File: src/rtl/morse_pkg.sv
// Shared types, constants and the dot/dash pattern builder for the Morse encoder.
// The LOWERCASE_FOLD_EN macro (used in morse_rom) selects lowercase folding.
package morse_pkg;

  localparam int unsigned MORSE_BITS     = 20;
  localparam int unsigned CODE_WIDTH_DEF = MORSE_BITS;

  typedef enum logic [1:0] {IDLE, LOOKUP, WAIT_RDY, PRESENT} state_e;

  localparam logic [7:0] ASCII_SPACE = 8'h20;
  localparam logic [7:0] ASCII_A     = 8'h41;
  localparam logic [7:0] ASCII_Z     = 8'h5A;
  localparam logic [7:0] ASCII_0     = 8'h30;
  localparam logic [7:0] ASCII_9     = 8'h39;
  localparam logic [7:0] ASCII_LA    = 8'h61;
  localparam logic [7:0] ASCII_LZ    = 8'h7A;

  localparam logic [1:0] DOT  = 2'b10;
  localparam logic [3:0] DASH = 4'b1110;

  // Symbol count plus symbols right-aligned, first symbol at bit len-1 (1 = dash)
  typedef struct packed {
    logic [2:0] len;
    logic [4:0] sym;
  } morse_sym_t;

  function automatic logic [MORSE_BITS-1:0] morse_expand(input morse_sym_t s);
    logic [MORSE_BITS-1:0] acc;
    logic [4:0]            sh;
    int unsigned           nbits;
    acc   = '0;
    nbits = 0;
    sh    = s.sym << (3'd5 - s.len);
    for (int unsigned k = 0; k < 5; k++) begin
      if (k < 32'(s.len)) begin
        if (sh[4]) begin
          acc   = {acc[MORSE_BITS-5:0], DASH};
          nbits = nbits + 4;
        end else begin
          acc   = {acc[MORSE_BITS-3:0], DOT};
          nbits = nbits + 2;
        end
      end
      sh = {sh[3:0], 1'b0};
    end
    return acc << (MORSE_BITS - nbits);
  endfunction

endpackage

File: src/rtl/morse_rom.sv
// Combinational ASCII-to-Morse lookup producing a left-aligned on/off pattern.
// LOWERCASE_FOLD_EN: when defined, 'a'-'z' fold to uppercase before lookup.
module morse_rom
  import morse_pkg::*;
#(
  parameter int unsigned CODE_WIDTH = CODE_WIDTH_DEF
) (
  input  logic [7:0]            char_i,
  output logic [CODE_WIDTH-1:0] code_o,
  output logic                  is_space_o,
  output logic                  valid_o
);

  logic [7:0] ch;
  morse_sym_t ent;

  always_comb begin
    ch = char_i;
`ifdef LOWERCASE_FOLD_EN
    if (char_i >= ASCII_LA && char_i <= ASCII_LZ) ch = char_i - 8'h20;
`endif
    ent        = '0;
    is_space_o = 1'b0;
    case (ch)
      ASCII_SPACE: is_space_o = 1'b1;
      ASCII_A: ent = {3'd2, 5'b00001};
      8'h42:   ent = {3'd4, 5'b01000};
      8'h43:   ent = {3'd4, 5'b01010};
      8'h44:   ent = {3'd3, 5'b00100};
      8'h45:   ent = {3'd1, 5'b00000};
      8'h46:   ent = {3'd4, 5'b00010};
      8'h47:   ent = {3'd3, 5'b00110};
      8'h48:   ent = {3'd4, 5'b00000};
      8'h49:   ent = {3'd2, 5'b00000};
      8'h4A:   ent = {3'd4, 5'b00111};
      8'h4B:   ent = {3'd3, 5'b00101};
      8'h4C:   ent = {3'd4, 5'b00100};
      8'h4D:   ent = {3'd2, 5'b00011};
      8'h4E:   ent = {3'd2, 5'b00010};
      8'h4F:   ent = {3'd3, 5'b00111};
      8'h50:   ent = {3'd4, 5'b00110};
      8'h51:   ent = {3'd4, 5'b01101};
      8'h52:   ent = {3'd3, 5'b00010};
      8'h53:   ent = {3'd3, 5'b00000};
      8'h54:   ent = {3'd1, 5'b00001};
      8'h55:   ent = {3'd3, 5'b00001};
      8'h56:   ent = {3'd4, 5'b00001};
      8'h57:   ent = {3'd3, 5'b00011};
      8'h58:   ent = {3'd4, 5'b01001};
      8'h59:   ent = {3'd4, 5'b01011};
      ASCII_Z: ent = {3'd4, 5'b01100};
      ASCII_0: ent = {3'd5, 5'b11111};
      8'h31:   ent = {3'd5, 5'b01111};
      8'h32:   ent = {3'd5, 5'b00111};
      8'h33:   ent = {3'd5, 5'b00011};
      8'h34:   ent = {3'd5, 5'b00001};
      8'h35:   ent = {3'd5, 5'b00000};
      8'h36:   ent = {3'd5, 5'b10000};
      8'h37:   ent = {3'd5, 5'b11000};
      8'h38:   ent = {3'd5, 5'b11100};
      ASCII_9: ent = {3'd5, 5'b11110};
      default: ent = '0;
    endcase
    valid_o = is_space_o || (ent.len != 3'd0);
    code_o  = CODE_WIDTH'(morse_expand(ent)) << (CODE_WIDTH - MORSE_BITS);
  end

endmodule

File: src/rtl/morse_encoder.sv
// Character-to-Morse feeder: accepts ASCII chars, encodes, and loads the blinker.
// Build option LOWERCASE_FOLD_EN enables lowercase folding inside morse_rom.
module morse_encoder
  import morse_pkg::*;
#(
  parameter int unsigned CODE_WIDTH     = CODE_WIDTH_DEF,
  parameter int unsigned TIMEOUT_CYCLES = 16000000,
  parameter int unsigned TIMEOUT_WIDTH  = 24
) (
  input  logic                  i_clk,
  input  logic                  i_rst_n,
  input  logic [7:0]            i_char,
  input  logic                  i_char_valid,
  output logic                  o_char_ready,
  input  logic                  i_blink_ready,
  output logic                  o_read,
  output logic [CODE_WIDTH-1:0] o_morse_code,
  output logic                  o_s3,
  output logic                  o_s7,
  output logic                  o_bad_char,
  output logic                  o_timeout
);

  localparam logic [TIMEOUT_WIDTH-1:0] CNT_LAST = TIMEOUT_WIDTH'(TIMEOUT_CYCLES - 1);

  state_e                  state_q, state_d;
  logic [7:0]              char_q, char_d;
  logic [CODE_WIDTH-1:0]   code_q, code_d;
  logic                    s3_q, s3_d, s7_q, s7_d;
  logic                    seen_q, seen_d, prev_space_q, prev_space_d;
  logic                    read_q, read_d, bad_q, bad_d, tmo_q, tmo_d;
  logic [TIMEOUT_WIDTH-1:0] cnt_q, cnt_d;

  logic [CODE_WIDTH-1:0]   rom_code;
  logic                    rom_space, rom_valid;

  morse_rom #(.CODE_WIDTH(CODE_WIDTH)) u_rom (
    .char_i     (char_q),
    .code_o     (rom_code),
    .is_space_o (rom_space),
    .valid_o    (rom_valid)
  );

  always_ff @(posedge i_clk or negedge i_rst_n) begin
    if (!i_rst_n) begin
      state_q      <= IDLE;
      char_q       <= '0;
      code_q       <= '0;
      s3_q         <= 1'b0;
      s7_q         <= 1'b0;
      seen_q       <= 1'b0;
      prev_space_q <= 1'b0;
      read_q       <= 1'b0;
      bad_q        <= 1'b0;
      tmo_q        <= 1'b0;
      cnt_q        <= '0;
    end else begin
      state_q      <= state_d;
      char_q       <= char_d;
      code_q       <= code_d;
      s3_q         <= s3_d;
      s7_q         <= s7_d;
      seen_q       <= seen_d;
      prev_space_q <= prev_space_d;
      read_q       <= read_d;
      bad_q        <= bad_d;
      tmo_q        <= tmo_d;
      cnt_q        <= cnt_d;
    end
  end

  always_comb begin
    state_d      = state_q;
    char_d       = char_q;
    code_d       = code_q;
    s3_d         = s3_q;
    s7_d         = s7_q;
    seen_d       = seen_q;
    prev_space_d = prev_space_q;
    read_d       = read_q;
    bad_d        = 1'b0;
    tmo_d        = 1'b0;
    cnt_d        = cnt_q;
    case (state_q)
      IDLE: begin
        if (i_char_valid) begin
          char_d  = i_char;
          state_d = LOOKUP;
        end
      end
      LOOKUP: begin
        if (rom_valid) begin
          code_d       = rom_code;
          s3_d         = !rom_space && seen_q && !prev_space_q;
          s7_d         = rom_space;
          seen_d       = 1'b1;
          prev_space_d = rom_space;
          state_d      = WAIT_RDY;
        end else begin
          bad_d   = 1'b1;
          state_d = IDLE;
        end
      end
      WAIT_RDY: begin
        cnt_d = '0;
        if (i_blink_ready) begin
          read_d  = 1'b1;
          state_d = PRESENT;
        end
      end
      PRESENT: begin
        // A take (ready low) wins over a coincident timeout
        if (!i_blink_ready) begin
          read_d  = 1'b0;
          cnt_d   = '0;
          state_d = IDLE;
        end else if (cnt_q == CNT_LAST) begin
          tmo_d   = 1'b1;
          read_d  = 1'b0;
          cnt_d   = '0;
          state_d = WAIT_RDY;
        end else begin
          cnt_d = cnt_q + 1'b1;
        end
      end
      default: state_d = IDLE;
    endcase
  end

  assign o_char_ready = (state_q == IDLE);
  assign o_read       = read_q;
  assign o_morse_code = code_q;
  assign o_s3         = s3_q;
  assign o_s7         = s7_q;
  assign o_bad_char   = bad_q;
  assign o_timeout    = tmo_q;

endmodule

File: config.mk
export PLATFORM = sky130hd
export DESIGN_NAME = morse_encoder
export DESIGN_NICKNAME = d
export VERILOG_FILES = /design/src/rtl/morse_pkg.sv /design/src/rtl/morse_rom.sv /design/src/rtl/morse_encoder.sv
export SDC_FILE = /design/constraint.sdc
export NUM_CORES = 1
export LEC_CHECK = 0
export CAP_MARGIN = 20
export CORE_UTILIZATION = 50
export DETAILED_ROUTE_END_ITERATION = 7
export HOLD_SLACK_MARGIN = 0.15
export PLACE_DENSITY = 0.66
export REMOVE_ABC_BUFFERS = 1
export SKIP_CTS_REPAIR_TIMING = 1
export SYNTH_ARGS = -nofsm -noshare
export SYNTH_HDL_FRONTEND = slang
export SYNTH_SLANG_ARGS = --single-unit
File: constraint.sdc
create_clock -name i_clk -period 8.8 [get_ports i_clk]
set_clock_uncertainty 0.1 [all_clocks]
set_input_delay 2.64 -clock i_clk [delete_from_list [all_inputs] [get_ports i_clk]]
set_output_delay 2.64 -clock i_clk [all_outputs]
set_load 0.05 [all_outputs]
==> impl_metrics.csv <==
group,metric,value,unit
critical_path,startpoint,"char_q[6]$_DFFE_PN0P_",
logic_synthesis,synth-warning-count,0,
grt,grtUsageTotal,0.253,
hold_path,worstHoldStart,"seen_q$_DFFE_PN0P_",
place,dp_hpwl,9870,um
hold_path,hp-class,"reg2reg",
timing,tightest_slew,0.822,ns
grt,grt_pass1_vias,4816,
flow_run,cap_violations,0,
critical_path,cpMaxStageDelayCell,"nor3b_2",
logic_synthesis,syn_avg_cell_area,8.09,um2
logic_synthesis,mappedNetlistArea,5370,um2
detailed_routing,drcViolationCount,0,
die,coreArea,10400,um2
timing,setup_viol,0,
final_layout,post-route-util,0.572,
final_layout,syn_to_final_growth,10.4,%
clocking,cts_tree,"done",
clocking,cts_max_path_buffers,2,
timing,timing.hold.ws,0.368,ns
final_layout,final_cells,816,
critical_path,cp-endpoint,"o_morse_code[2]$_DFFE_PN0P_",
detailed_routing,routed_wl,13700,um
critical_path,r2r-end,"o_morse_code[2]$_DFFE_PN0P_",
detailed_routing,avgRoutedWirePerCell,16.8,um
timing,rsz0062_at_grt,"no",
critical_path,cpPeakStageDelay,0.67,ns
logic_synthesis,synthFlopType,"dfrtp_1",
clocking,clkSinkCount,59,
logic_synthesis,synth_seq_cells,59,
critical_path,start_kind,"flip-flop",
timing,drv_slew,0,
detailed_routing,via_count,5057,
timing,finalSetupTns,0,ns
timing,relSlewSlack,0.446,
detailed_routing,viasPerCell,6.20,
critical_path,crit_top_cell,"ha_1",
clocking,cts.clk_slew.worst_paths,0.08,ns
critical_path,end_kind,"flip-flop",
die,die_h,106,um
die,chipWidth,106,um
timing,hold_viol_final,0,
clocking,numCtsBuffers,9,
final_layout,antenna_cells,0,
final_layout,layout_common_cells,"nand2_1, o21ai_0, dfrtp_1",
die,die_area,11200,um2
final_layout,drive_gt1_frac,0.104,
status,status,"completed",
grt,antenna_found_initial,0,
critical_path,worstPathMaxFanout,13,
grt,grt_max_degree,60,
detailed_routing,postRouteAntennaNets,0,
critical_path,required,8.97,ns
clocking,clkLatencyLatePin,0.34,ns
logic_synthesis,synth_edf_count,0,
logic_synthesis,async_flop_share,1.00,
detailed_routing,first_pass_iters,5,
timing,clock.fmax,123,MHz
place,port_buffers,36,
critical_path,setup.worst_path.class,"reg2reg",
final_layout,final_common_cell,"nand2_1",
place,place_inst,800,
die,ios,38,
critical_path,worst-r2r-setup-slack,0.69,ns
timing,min_period,8.11,ns
critical_path,crit_arrival,8.28,ns
die,fp-row-count,37,
timing,period_share,0.922,
clocking,cts_htree_levels,3,
clocking,cts_root_buf,"clkbuf_8",
final_layout,fillers,969,
critical_path,rr_startpoint,"char_q[6]$_DFFE_PN0P_",
logic_synthesis,ys_seq_area_frac,0.275,
logic_synthesis,synth_cells,664,
grt,grt_overflow,0,
die,initial_utilization,0.518,
logic_synthesis,ys_types,100,
grt,grt_pass1_wl,23300,um
place,place_congestion,0.931,
final_layout,nets,698,
detailed_routing,drt_iter0_drc,441,
critical_path,reg2reg_depth,28,
[layer usage]
metal	track usage	vias up	routed length [um]
met2	0.392	140	6130
met3	0.0297	12	546
li1	-	2468	-
met5	0	-	0
met1	0.370	2437	6850
met4	0.0704	0	177
[kinds of logic (layout without fill, tap and decap cells)]
family | count (synthesis) | in the layout | share of synthesized area
simple gates | 274 | 274 | 0.281
compound gates | 207 | 207 | 0.274
buf+inv | 71 | 87 | 0.0631
flops | 59 | 59 | 0.275
xor+xnor | 23 | 23 | 0.0459
mux | 17 | 17 | 0.0335
fa+ha+maj | 12 | 12 | 0.0275
other cells | 1 | 1 | 0.000698
[how the worst min path moves through the flow]
stage	slack (ns)	endpoint	depth (start not counted)
2_1_floorplan	0.34	seen_q$_DFFE_PN0P_	1
3_3_place_gp	0.36	seen_q$_DFFE_PN0P_	1
3_5_place_dp	0.36	seen_q$_DFFE_PN0P_	1
4_1_cts	0.37	seen_q$_DFFE_PN0P_	1
5_1_grt	0.38	seen_q$_DFFE_PN0P_	1
6_report	0.37	seen_q$_DFFE_PN0P_	1
[through the flow]
stage | area (um2) | worst slack (ns)
2_1_floorplan | 5130 | 1.37
3_3_place_gp | 5720 | 0.990
3_5_place_dp | 5720 | 0.890
4_1_cts | 5930 | 0.808
5_1_grt | 5930 | 0.0602
6_report | 5930 | 0.689
[flip-flops by register name, indices dropped and copies added, names as in the netlist, 2 cells and up]
name and count:
cnt_q 24, o_morse_code 19, char_q 8, state_q 2
[layout make-up]
cell class / count / area (um2) / area share
Clock buffer: 10 / 138 / 0.0232
Clock inverter: 6 / 71.3 / 0.0120
Inverter: 27 / 101 / 0.0171
Multi-Input combinational cell: 534 / 3560 / 0.600
Sequential cell: 59 / 1480 / 0.249
Tap cell: 136 / 170 / 0.0287
Timing Repair Buffer: 44 / 415 / 0.0700
[synth_stat cells, types with 11 or more instances]
master	number	area [um2]
a21oi_1	33	165
and2_1	12	75.1
and3_1	13	81.3
buf_4	11	82.6
clkbuf_1	22	82.6
dfrtp_1	59	1480
ha_1	11	138
inv_1	25	93.8
nand2_1	74	278
nand2b_1	18	113
nand3_1	23	115
nor2_1	55	206
nor3_1	12	60.1
o21ai_0	58	290
xnor2_1	11	96.3
[critical path: cells and delay by family (launching register included)]
family / cells / cell delay (ns)
simple gates: 9 / 2.35
flops: 1 / 0.58
xor+xnor: 1 / 0.29
compound gates: 11 / 3.03
fa+ha+maj: 4 / 1.26
buf+inv: 3 / 0.40
Power is not shown: default switching activity piles up to over one toggle a cycle in this logic, so the estimate is an artifact.
